==> src/rtl/seq_detect_cfg.sv <==
// rtl/seq_detect_cfg.sv - run-time configurable serial bit-pattern detector
module seq_detect_cfg #(
    parameter int                 MAX_LEN         = 8,
    parameter logic [MAX_LEN-1:0] DEFAULT_PATTERN = 8'b0000_1011,
    parameter int                 DEFAULT_LEN     = 4,
    parameter bit                 OVERLAP         = 1'b1,
    parameter int                 CNT_WIDTH       = 8
) (
    input  logic                         clk,
    input  logic                         reset,
    input  logic                         inp_bit,
    input  logic                         inp_valid,
    input  logic                         clear,
    input  logic [MAX_LEN-1:0]           cfg_pattern,
    input  logic [$clog2(MAX_LEN+1)-1:0] cfg_len,
    output logic                         seq_seen,
    output logic [CNT_WIDTH-1:0]         match_count,
    output logic                         count_sat
);

    localparam int            LW        = $clog2(MAX_LEN + 1);
    localparam logic [LW-1:0] MAX_LEN_L = LW'(MAX_LEN);

    logic [MAX_LEN-1:0] hist;
    logic [MAX_LEN-1:0] pat_reg;
    logic [MAX_LEN-1:0] cand;
    logic [MAX_LEN-1:0] mask;
    logic [LW-1:0]      fill;
    logic [LW-1:0]      len_reg;
    logic [LW-1:0]      fill_inc;
    logic [LW-1:0]      len_load;
    logic               match;

    always_comb begin
        cand = {hist[MAX_LEN-2:0], inp_bit};
        for (int i = 0; i < MAX_LEN; i++) begin
            mask[i] = (i < int'(len_reg));
        end
        // A match needs a full window of fresh bits and equality on the low len_reg bits only.
        match    = (({1'b0, fill} + 1'b1) >= {1'b0, len_reg}) &&
                   ((cand & mask) == (pat_reg & mask));
        fill_inc = (fill == MAX_LEN_L) ? fill : fill + 1'b1;
        len_load = ((cfg_len == '0) || (cfg_len > MAX_LEN_L)) ? MAX_LEN_L : cfg_len;
    end

    always_ff @(posedge clk or posedge reset) begin
        if (reset) begin
            hist        <= '0;
            fill        <= '0;
            pat_reg     <= DEFAULT_PATTERN;
            len_reg     <= LW'(DEFAULT_LEN);
            seq_seen    <= 1'b0;
            match_count <= '0;
        end else if (clear) begin
            hist        <= '0;
            fill        <= '0;
            pat_reg     <= cfg_pattern;
            len_reg     <= len_load;
            seq_seen    <= 1'b0;
            match_count <= '0;
        end else if (inp_valid) begin
            hist     <= cand;
            seq_seen <= match;
            // Non-overlap mode restarts the window so the next match uses only new bits.
            if (OVERLAP || !match) begin
                fill <= fill_inc;
            end else begin
                fill <= '0;
            end
            if (match && !(&match_count)) begin
                match_count <= match_count + 1'b1;
            end
        end else begin
            seq_seen <= 1'b0;
        end
    end

    assign count_sat = &match_count;

endmodule

==> config.mk <==
export PLATFORM = sky130hd
export DESIGN_NAME = seq_detect_cfg
export DESIGN_NICKNAME = d
export VERILOG_FILES = /design/src/rtl/seq_detect_cfg.sv
export SDC_FILE = /design/constraint.sdc
export NUM_CORES = 1
export LEC_CHECK = 0
export BUFFER_PORTS_ARGS = -buffer_cell sky130_fd_sc_hd__buf_4
export CORE_MARGIN = 1
export CORE_UTILIZATION = 30
export CTS_BUF_LIST = sky130_fd_sc_hd__clkbuf_8 sky130_fd_sc_hd__clkbuf_16
export DETAILED_ROUTE_END_ITERATION = 8
export GPL_TIMING_DRIVEN = 0
export SYNTH_ARGS = -nofsm -noshare
export SYNTH_HDL_FRONTEND = slang
export SYNTH_SLANG_ARGS = --single-unit
==> constraint.sdc <==
create_clock -name clk -period 4.15 [get_ports clk]
set_clock_uncertainty 0.05 [all_clocks]
set_input_delay 0.415 -clock clk [delete_from_list [all_inputs] [get_ports clk]]
set_output_delay 0.415 -clock clk [all_outputs]
set_load 0.005 [all_outputs]
==> key figures <==
Power
  – P per Cell Area: 332 nW/µm²
  – Leak Pwr: 0.991 nW
  – Peak supply drop: 0.000184 V

Detailed routing
  – Remaining DRCs: 0
  – Via count: 1366
  – WL/cell: 14.0 µm
  – 1st-iter DRT viols: 39
  – 1st-pass router iterations: 4
  – Total wire length: 3780 µm
  – Detail Route Antenna Nets: 0
  – Vias per std cell: 5.06

Logic synthesis
  – EDFF count, synth: 0
  – Register bit count reported by yosys: 32
  – Post-Syn Instances: 165
  – Largest area contributor in the netlist: dfrtp_1
  – Synth Warn #: 0
  – Asr flop ratio synth: 100%
  – Synth area leaders: dfrtp_1 (40%), dfstp_2 (6.0%), mux2_2 (5.1%)
  – Synth Flop Type: dfrtp_1
  – Sequential fraction of the synthesis area: 45.8%
  – Mapped Area: 1760 µm²
  – Synth top area share: 39.8%
  – Distinct cell type count after synthesis: 43
  – Synth Area per Inst: 10.7 µm²
  – Mapped Nets: 189

Global routing
  – Initial antenna violation count: 0
  – Largest net degree at the start of global routing: 33
  – Gr usage total: 13.5%
  – First-pass GRT wire length: 6400 µm
  – Remaining Overflow, GRT: 0
  – Vias in the first global route: 1297

CTS
  – Clk pin slew, worst setup/hold paths: 0.07 ns
  – Worst skew pair latency: 0.28 ns
  – # hold bufs at CTS: 0
  – CTS root buffer: clkbuf_8
  – Sink Count: 32
  – Post CTS Setup Buffer Count: 0
  – CTS resizes: 0
  – Inserted Clock Buffers: 5
  – Clk buf depth: 2
  – TritonCTS clock tree: done
  – H-tree Lvls: 2

STA
  – Final hold violation count: 0
  – Final min period: 2.58 ns
  – Final WS setup: 1.57 ns
  – Period utilization: 62.2%
  – Relative slew slack: 60.3%
  – Max Freq: 0.388 GHz
  – Worst Max-Slew Pin Slew: 0.595 ns
  – Final Slew Violations: 0
  – Unrepaired setup endpoints after global routing: false
  – Setup violators final: 0
  – Setup_tns: 0 ns

Cells and area
  – Commonest cells after routing, fill and taps aside: dfrtp_1 (28), buf_4 (25), nor2_1 (14)
  – Area delta synth->final: 22.8%
  – Inserted Diodes: 0
  – Most common cell after layout, fill and taps aside: dfrtp_1
  – Filler cells: 567
  – Nets: 222
  – Fraction of layout cells with a size suffix above 1: 27.8%

Worst setup path
  – CP Max Fanout: 10
  – CP arrival: 2.69 ns
  – Reg2Reg Setup Slack: 1.57 ns
  – FF-to-FF Start: fill[0]
  – Cells on worst reg2reg path: 8
  – WS Path Type: reg2reg
  – FF-to-FF End: match_count[7]
  – CP required: 4.26 ns
  – Critical Path Sink Type: flop
  – Crit path launch type: flop

Placed design
  – Worst setup slack after placement: 1.62 ns
  – GPL Wtd Cong: 0.782
  – HPWL after DPL: 2700 µm
  – IO buf count: 25

Floorplan
  – Die Wd: 78.6 µm
  – Starting density of the core: 31.6%
  – Core footprint: 5570 µm²
  – Row count: 27
  – Die H: 78.6 µm
  – Die ar.: 6170 µm²
  – Top Ports: 27

Outcome
  – Status: completed

Hold path
  – HP Class: in2async

Flow run
  – Maxcap violations: 0
## how the worst max path moves through the flow
| stage | startpoint | end | slack, ns | cells after the start |
|---|---|---|---|---|
| 2_1_floorplan | len_reg[2] | match_count[0] | 1.81 | 6 |
| 3_3_place_gp | fill[0] | match_count[7] | 1.65 | 8 |
| 3_5_place_dp | fill[0] | match_count[7] | 1.62 | 8 |
| 4_1_cts | fill[0] | match_count[7] | 1.60 | 8 |
| 5_1_grt | fill[0] | match_count[7] | 1.40 | 8 |
| 6_report | fill[0] | match_count[7] | 1.57 | 8 |
## cells in the mapped netlist, drive strengths merged, types with 3 or more instances
master,number
o21ai,6
nand4,3
nand2,6
mux2i,8
dfrtp,28
clkbuf,7
a31oi,3
dfstp,4
ha,7
xor2,8
inv,8
nand3,3
or4,3
mux2,8
a21oi,5
xnor2,4
o31ai,5
nor2,14
and3,4
## metrics by stage
step / total power, W / hold slack (ns) / cell area, µm² / utilization, % / cells
5_1_grt: 0.000752 / 0.0684 / 2160 / 38.8 / 270
3_5_place_dp: 0.000460 / 0.471 / 2040 / 36.5 / 262
2_1_floorplan: 0.000423 / 0.451 / 1760 / - / 165
6_report: 0.000717 / 0.0571 / 2160 / 38.8 / 270
4_1_cts: 0.000723 / 0.271 / 2130 / 38.3 / 269
3_3_place_gp: 0.000457 / 0.474 / 2040 / 36.5 / 262
## routing by layer
metal / GRT usage, % / routed length, µm / up-vias
li1: - / - / 674
met1: 18.3 / 1910 / 660
met5: 0 / 0 / -
met3: 3.72 / 150 / 5
met4: 5.56 / 45 / 0
met2: 20.1 / 1680 / 27
## report_power, final
group | leakage, nW | switching, W | internal (W) | total, W
logic | 0.525 | 0.0000597 | 0.0000528 | 0.000113
registers | 0.415 | 0.0000154 | 0.000330 | 0.000345
clock network | 0.0503 | 0.000112 | 0.000148 | 0.000260
total | 0.991 | 0.000187 | 0.000530 | 0.000717
## critical path: stages, from the launching register on
cell and delay [ns]:
dfrtp_1 0.44, inv_1 0.10, ha_1 0.34, ha_1 0.30, a211oi_1 0.09, o21a_1 0.21, clkbuf_1 0.22, or3_2 0.47
o221a_2 0.23
## cells by family after synthesis
kind of cell | count (synthesis) | share of synthesized area, %
mux | 16 | 9.67
flops | 32 | 45.8
compound gates | 35 | 14.9
xor+xnor | 12 | 5.97
simple gates | 46 | 14.2
buf+inv | 17 | 4.48
fa+ha+maj | 7 | 4.98
## area by class of cell
cell class                 instances  area [µm²]  share of cell area, %
sequential                        32         806                   37.3
multi-input combinational        116         875                   40.5
inverter                           8        30.0                   1.39
tap                               72        90.1                   4.17
timing repair buffer              26         215                   9.96
buffer                             9        48.8                   2.26
clock buffer                       7        96.3                   4.46
Power figures use the tool's default switching activity.
